File: src/rtl/secded_pkg.sv
// Shared widths and types for the SECDED error monitor and its error-log FIFO.
package secded_pkg;

  localparam int unsigned DATA_W     = 64;
  localparam int unsigned CODE_W     = 72;
  localparam int unsigned CHK_W      = 8;
  localparam int unsigned LOG_ADDR_W = 32;

  typedef struct packed {
    logic [LOG_ADDR_W-1:0] addr;
    logic                  dbl;
  } err_log_entry_t;

  typedef struct packed {
    logic [DATA_W-1:0] data;
    logic              poison;
  } skid_entry_t;

  typedef enum logic [1:0] {
    EMPTY = 2'd0,
    ONE   = 2'd1,
    TWO   = 2'd2
  } skid_state_e;

endpackage

File: src/rtl/secded_log_fifo.sv
// Generic synchronous circular FIFO; a push into a full FIFO is dropped unless a pop happens the same cycle.
module secded_log_fifo #(
  parameter int unsigned DEPTH = 4,
  parameter type         T     = logic
) (
  input  logic clk_i,
  input  logic rst_i,
  input  logic push_i,
  input  T     wdata_i,
  input  logic pop_i,
  output T     rdata_o,
  output logic full_o,
  output logic empty_o
);

  localparam int unsigned PTR_W = (DEPTH > 1) ? $clog2(DEPTH) : 1;

  T                 mem_q [DEPTH];
  logic [PTR_W-1:0] wr_q, wr_d;
  logic [PTR_W-1:0] rd_q, rd_d;
  logic [PTR_W:0]   cnt_q, cnt_d;
  logic             push_ok;
  logic             pop_ok;

  assign full_o  = (cnt_q == (PTR_W+1)'(DEPTH));
  assign empty_o = (cnt_q == '0);
  assign rdata_o = mem_q[rd_q];

  // When full, a same-cycle pop frees the slot the push lands in.
  assign push_ok = push_i & (~full_o | pop_i);
  assign pop_ok  = pop_i & ~empty_o;

  always_comb begin
    wr_d  = wr_q;
    rd_d  = rd_q;
    cnt_d = cnt_q;
    if (push_ok) wr_d = wr_q + PTR_W'(1);
    if (pop_ok)  rd_d = rd_q + PTR_W'(1);
    if (push_ok && !pop_ok)      cnt_d = cnt_q + (PTR_W+1)'(1);
    else if (!push_ok && pop_ok) cnt_d = cnt_q - (PTR_W+1)'(1);
  end

  always_ff @(posedge clk_i) begin
    if (rst_i) begin
      wr_q  <= '0;
      rd_q  <= '0;
      cnt_q <= '0;
      for (int unsigned i = 0; i < DEPTH; i++) mem_q[i] <= '0;
    end else begin
      wr_q  <= wr_d;
      rd_q  <= rd_d;
      cnt_q <= cnt_d;
      if (push_ok) mem_q[wr_q] <= wdata_i;
    end
  end

endmodule

File: src/rtl/secded_err_monitor.sv
// Consumes SECDED decoder outputs: forwards corrected data through a 2-entry skid buffer,
// counts single/double errors, logs erroneous addresses and raises a sticky interrupt.
module secded_err_monitor
  import secded_pkg::*;
#(
  parameter int unsigned ADDR_W    = 32,
  parameter int unsigned CNT_W     = 16,
  parameter int unsigned LOG_DEPTH = 4,
  parameter int unsigned SE_THRESH = 8
) (
  input  logic              CLK,
  input  logic              RST,
  input  logic              IN_VALID,
  output logic              IN_READY,
  input  logic [ADDR_W-1:0] IN_ADDR,
  input  logic [CODE_W-1:0] D_DATA,
  input  logic              ERR,
  input  logic              S_ERR,
  input  logic              D_ERR,
  output logic              OUT_VALID,
  input  logic              OUT_READY,
  output logic [DATA_W-1:0] OUT_DATA,
  output logic              OUT_POISON,
  output logic [CNT_W-1:0]  SE_CNT,
  output logic [CNT_W-1:0]  DE_CNT,
  output logic              LOG_VALID,
  input  logic              LOG_READY,
  output logic [ADDR_W-1:0] LOG_ADDR,
  output logic              LOG_DBL,
  output logic              LOG_OVF,
  output logic              IRQ,
  input  logic              CLR
);

  localparam logic [CNT_W-1:0] CNT_MAX = '1;

  skid_state_e    state_q, state_d;
  skid_entry_t    head_q, head_d;
  skid_entry_t    tail_q, tail_d;
  skid_entry_t    in_word;
  logic           accept;
  logic           pop;

  logic [CNT_W-1:0] se_q, se_d, se_base;
  logic [CNT_W-1:0] de_q, de_d, de_base;
  logic             se_inc, de_inc;
  logic             irq_q, irq_d, irq_set;
  logic             ovf_q, ovf_d, ovf_set;

  err_log_entry_t log_wdata;
  err_log_entry_t log_head;
  logic           log_push, log_pop, log_full, log_empty;

  // Check bits are already consumed by the decoder; only the data half travels on.
  logic unused_chk;
  assign unused_chk = ^D_DATA[CODE_W-1:DATA_W];

  assign IN_READY   = (state_q != TWO);
  assign OUT_VALID  = (state_q != EMPTY);
  assign OUT_DATA   = head_q.data;
  assign OUT_POISON = head_q.poison;

  assign accept         = IN_VALID & IN_READY;
  assign pop            = OUT_VALID & OUT_READY;
  assign in_word.data   = D_DATA[DATA_W-1:0];
  assign in_word.poison = D_ERR;

  always_comb begin
    state_d = state_q;
    head_d  = head_q;
    tail_d  = tail_q;
    unique case (state_q)
      EMPTY: begin
        if (accept) begin
          head_d  = in_word;
          state_d = ONE;
        end
      end
      ONE: begin
        if (accept && pop) begin
          head_d = in_word;
        end else if (accept) begin
          tail_d  = in_word;
          state_d = TWO;
        end else if (pop) begin
          state_d = EMPTY;
        end
      end
      TWO: begin
        if (pop) begin
          head_d  = tail_q;
          state_d = ONE;
        end
      end
      default: state_d = EMPTY;
    endcase
  end

  // CLR zeroes the base value first so a same-cycle event still lands.
  assign se_inc  = accept & S_ERR;
  assign de_inc  = accept & D_ERR;
  assign se_base = CLR ? '0 : se_q;
  assign de_base = CLR ? '0 : de_q;
  assign se_d    = (se_inc && se_base != CNT_MAX) ? se_base + CNT_W'(1) : se_base;
  assign de_d    = (de_inc && de_base != CNT_MAX) ? de_base + CNT_W'(1) : de_base;

  assign irq_set = de_inc | (se_inc & (se_base == CNT_W'(SE_THRESH - 1)));
  assign irq_d   = (irq_q & ~CLR) | irq_set;

  assign log_push       = accept & ERR;
  assign log_pop        = LOG_VALID & LOG_READY;
  assign log_wdata.addr = LOG_ADDR_W'(IN_ADDR);
  assign log_wdata.dbl  = D_ERR;
  assign ovf_set        = log_push & log_full & ~log_pop;
  assign ovf_d          = (ovf_q & ~CLR) | ovf_set;

  always_ff @(posedge CLK) begin
    if (RST) begin
      state_q <= EMPTY;
      head_q  <= '0;
      tail_q  <= '0;
      se_q    <= '0;
      de_q    <= '0;
      irq_q   <= 1'b0;
      ovf_q   <= 1'b0;
    end else begin
      state_q <= state_d;
      head_q  <= head_d;
      tail_q  <= tail_d;
      se_q    <= se_d;
      de_q    <= de_d;
      irq_q   <= irq_d;
      ovf_q   <= ovf_d;
    end
  end

  secded_log_fifo #(
    .DEPTH (LOG_DEPTH),
    .T     (err_log_entry_t)
  ) u_log (
    .clk_i   (CLK),
    .rst_i   (RST),
    .push_i  (log_push),
    .wdata_i (log_wdata),
    .pop_i   (log_pop),
    .rdata_o (log_head),
    .full_o  (log_full),
    .empty_o (log_empty)
  );

  assign SE_CNT    = se_q;
  assign DE_CNT    = de_q;
  assign IRQ       = irq_q;
  assign LOG_OVF   = ovf_q;
  assign LOG_VALID = ~log_empty;
  assign LOG_ADDR  = ADDR_W'(log_head.addr);
  assign LOG_DBL   = log_head.dbl;

endmodule

File: config.mk
export PLATFORM = sky130hd
export DESIGN_NAME = secded_err_monitor
export DESIGN_NICKNAME = d
export VERILOG_FILES = /design/src/rtl/secded_pkg.sv /design/src/rtl/secded_log_fifo.sv /design/src/rtl/secded_err_monitor.sv
export SDC_FILE = /design/constraint.sdc
export NUM_CORES = 1
export LEC_CHECK = 0
export ABC_AREA = 0
export CAP_MARGIN = 15
export CORE_UTILIZATION = 50
export CTS_CLUSTER_SIZE = 16
export DETAILED_ROUTE_END_ITERATION = 16
export DONT_BUFFER_PORTS = 1
export PLACE_DENSITY = 0.63
export SETUP_SLACK_MARGIN = 0.5
export SYNTH_ARGS = -nofsm -noshare
export SYNTH_HDL_FRONTEND = slang
export SYNTH_SLANG_ARGS = --single-unit
File: constraint.sdc
create_clock -name CLK -period 4.9 [get_ports CLK]
set_input_delay 1.47 -clock CLK [delete_from_list [all_inputs] [get_ports CLK]]
set_output_delay 1.47 -clock CLK [all_outputs]
set_load 0.02 [all_outputs]
==> flow_metrics.tcl <==
set metrics [dict create \
    status "completed" \
    grt_pass1_vias 8770 \
    ys_types 59 \
    final-max-slew-violation-count 0 \
    cp_cell_sequence "buf_4 > mux4_2" \
    final_cells 1592 \
    start_util_pct 50.9 \
    finalClockSkew_ns 0.00998 \
    ff2ff_path_depth 4 \
    max_cap_viol_count 0 \
    total_power_w 0.00631 \
    ys_warn_count 0 \
    critPathArrivalTime_ns 2.20 \
    synth_xor_area_share_pct 0.330 \
    dieWidth_um 165 \
    synthesis.nets 1399 \
    setup_tns_ns 0 \
    gp_congestion 0.795 \
    ant_nets 0 \
    syn_inst 1282 \
    final_nets 1350 \
    clock-sinks 307 \
    synthAdderAreaFrac_pct 0.434 \
    grt_max_degree 176 \
    power_density_nw_per_um2 434 \
    drc 0 \
    diodes 0 \
    synthTopCellsByArea "edfxtp_1 (30%), dfxtp_1 (26%), nand2_1 (8.5%)" \
    r2r-end "u_log.mem_q[1][18]" \
    cp_num_cells 2 \
    die_y_um 165 \
    std_cell_rows 59 \
    hold_path_class "flop to flop" \
    hold_buffers 0 \
    drtPass1Iterations 5 \
    core_sq_um 26100 \
    worst_slew_pin_slew_ns 1.16 \
    synth_top_cell_by_area "edfxtp_1" \
    synth_top_family_by_area "simple AND/OR/NAND/NOR gates" \
    cp_top_family "multiplexers" \
    dp_hpwl_mm 18.0 \
    cts_setup_buffers 0 \
    clk_latency_ns 0.50 \
    tritoncts "built" \
    period_minus_slack_ns 3.67 \
    path_class "flop to output pin" \
    cp.required_ns 3.43 \
    reg2reg_from "state_q[0]" \
    grt_pass1_wl_mm 47.2 \
    maxSlewHeadroom_pct 22.6 \
    power_leakage_nw 5.16 \
    synth_area_sq_um 13300 \
    drtIter0Drc 636 \
    crit_path_start_kind "flop" \
    numCtsBuffers 34 \
    cp_max_fo 26 \
    synth_flop_cell "dfxtp_1" \
    fmax_ghz 0.273 \
    async_reset_ff_share_pct 0 \
    critPathBufInv 1 \
    synth-compound-area-share_pct 9.49 \
    seq_area_frac_synth_pct 56.3 \
    viasPerCell 5.73 \
    clk_pin_slew_ns 0.06 \
    cts_htree_levels 2 \
    dp.cells 1532 \
    max_stage_delay_ns 0.67 \
    synth_mux_area_share_pct 7.71 \
    ioPinCount 248 \
    root_buffer "clkbuf_16" \
    r2r_slack_ns 2.27 \
    vias 9125 \
    grt_setup_unrepaired "no" \
    numPortBuffers 0 \
    endpoint "LOG_ADDR[6]" \
    overflow 0 \
    synth-simple-area-share_pct 22.6 \
    critPathSlowestCell "mux4_2" \
    min_period_over_period_pct 74.9 \
    antenna_found_initial 0 \
    wire_per_inst_um 19.2 \
    wl_mm 30.5 \
    synth-edff-count 132 \
    clockBufferDepth 3 \
    die_area_sq_um 27200 \
    cp-end-kind "output pin" \
    yosys.area.top_type_share_pct 29.9 \
    ctsResizeCount 0 \
    layout-drive-gt1-share_pct 9.15 \
    ys_ff_latch 307 \
    setup_viol 0 \
    vdd_drop_max_uv 300 \
    area_delta_synth_final_pct 9.45 \
    avgSynthCellArea_sq_um 10.3 \
    finalHoldViolCount 0 \
    track_usage_pct 22.2 \
]
## per-layer routing
layer	track usage, %	vias to the layer above	share of wire (%)
li1	-	4441	-
met5	0	-	0
met3	8.11	45	9.6
met1	26.6	4352	40
met4	6.80	0	2.3
met2	37.1	287	48
## through the flow
stage / setup slack [ns] / instance area, sq um / hold slack, ns / util [%]
final: 1.23 / 14500 / 0.454 / 55.7
after global routing: 1.05 / 14500 / 0.468 / 55.7
after CTS: 1.15 / 14500 / 0.451 / 55.7
after global placement: 1.28 / 13400 / 0.439 / 51.5
after floorplan: 1.29 / 13300 / 0.437 / -
after detailed placement: 1.24 / 13400 / 0.443 / 51.5
## synth_stat cells (all sizes together), types with 18 or more instances
cell and count:
nor2 81, a311oi 65, buf 18, nand2 299
edfxtp 132, clkbuf 79, dfxtp 175, mux2i 20
a21oi 78, mux4 33, nand3 18, and2 138
## registers in the layout (all words and copies together) (netlist names), named ones only
name / flops
u_log.mem_q: 132
tail_q: 65
OUT_DATA: 64
DE_CNT: 16
SE_CNT: 16
u_log.cnt_q: 3
state_q: 2
u_log.rd_q: 2
u_log.wr_q: 2
IRQ: 1
LOG_OVF: 1
OUT_POISON: 1
## cell usage in the layout (no fill, tap or decap), types with 3 or more instances in the layout
cell type  instances
a211oi_1           7
a2111oi_0          6
a21o_1             5
mux2i_1           20
nand2_1          297
a21oi_1           78
and2_1           136
edfxtp_1         132
clkbuf_1          11
nor4_1             7
and4b_1            3
nor2b_1            9
inv_1              5
buf_4             11
ha_1               3
nand2b_1           3
inv_6              3
mux2_2             6
clkbuf_16         35
xor2_1             4
o311ai_0           4
dfxtp_1          173
or2_2              3
a311oi_1          65
nand3b_1           4
o21ai_0            3
or3_1             14
clkinv_1           4
nand4_1           12
bufinv_16          3
nand3_1           18
a31oi_1            3
and3_1            14
nor2_1            81
mux4_2            33
## how the worst min path moves through the flow
stage                     from          to  slack, ns  depth (start not counted)
finish              tail_q[27]  tail_q[27]       0.45                          2
global route        tail_q[15]  tail_q[15]       0.47                          2
CTS                 tail_q[59]  tail_q[59]       0.45                          2
detailed placement  tail_q[54]  tail_q[54]       0.44                          2
global placement    tail_q[50]  tail_q[50]       0.44                          2
floorplan            tail_q[0]   tail_q[0]       0.44                          2
## cells by family (layout without fill, tap and decap cells)
family,Yosys count,after routing
adder cells (fa/ha/maj),4,4
multiplexers,60,60
AO/OA/AOI/OAI,181,181
XOR/XNOR,5,5
buffers and inverters,104,79
AND/OR/NAND/NOR,621,621
flip-flops,307,307
## tightest hold or removal path, stage by stage (launching register included)
cell and delay (ns):
dfxtp_1 0.31, nand2_1 0.05, a21oi_1 0.05
## where the power goes
part           switching (W)  internal (W)  total [W]
registers           0.000189       0.00283    0.00302
clock network       0.000988       0.00151    0.00250
logic               0.000468      0.000322   0.000791
## layout make-up
type / count / area [sq um]
multi-input combinational: 871 / 5410
inverter: 7 / 26.3
tap: 335 / 419
timing repair buffer: 12 / 103
fill: 2261 / 11500
clock inverter: 12 / 148
sequential: 307 / 7470
clock buffer: 48 / 945
(Power assumes the default switching activity.)
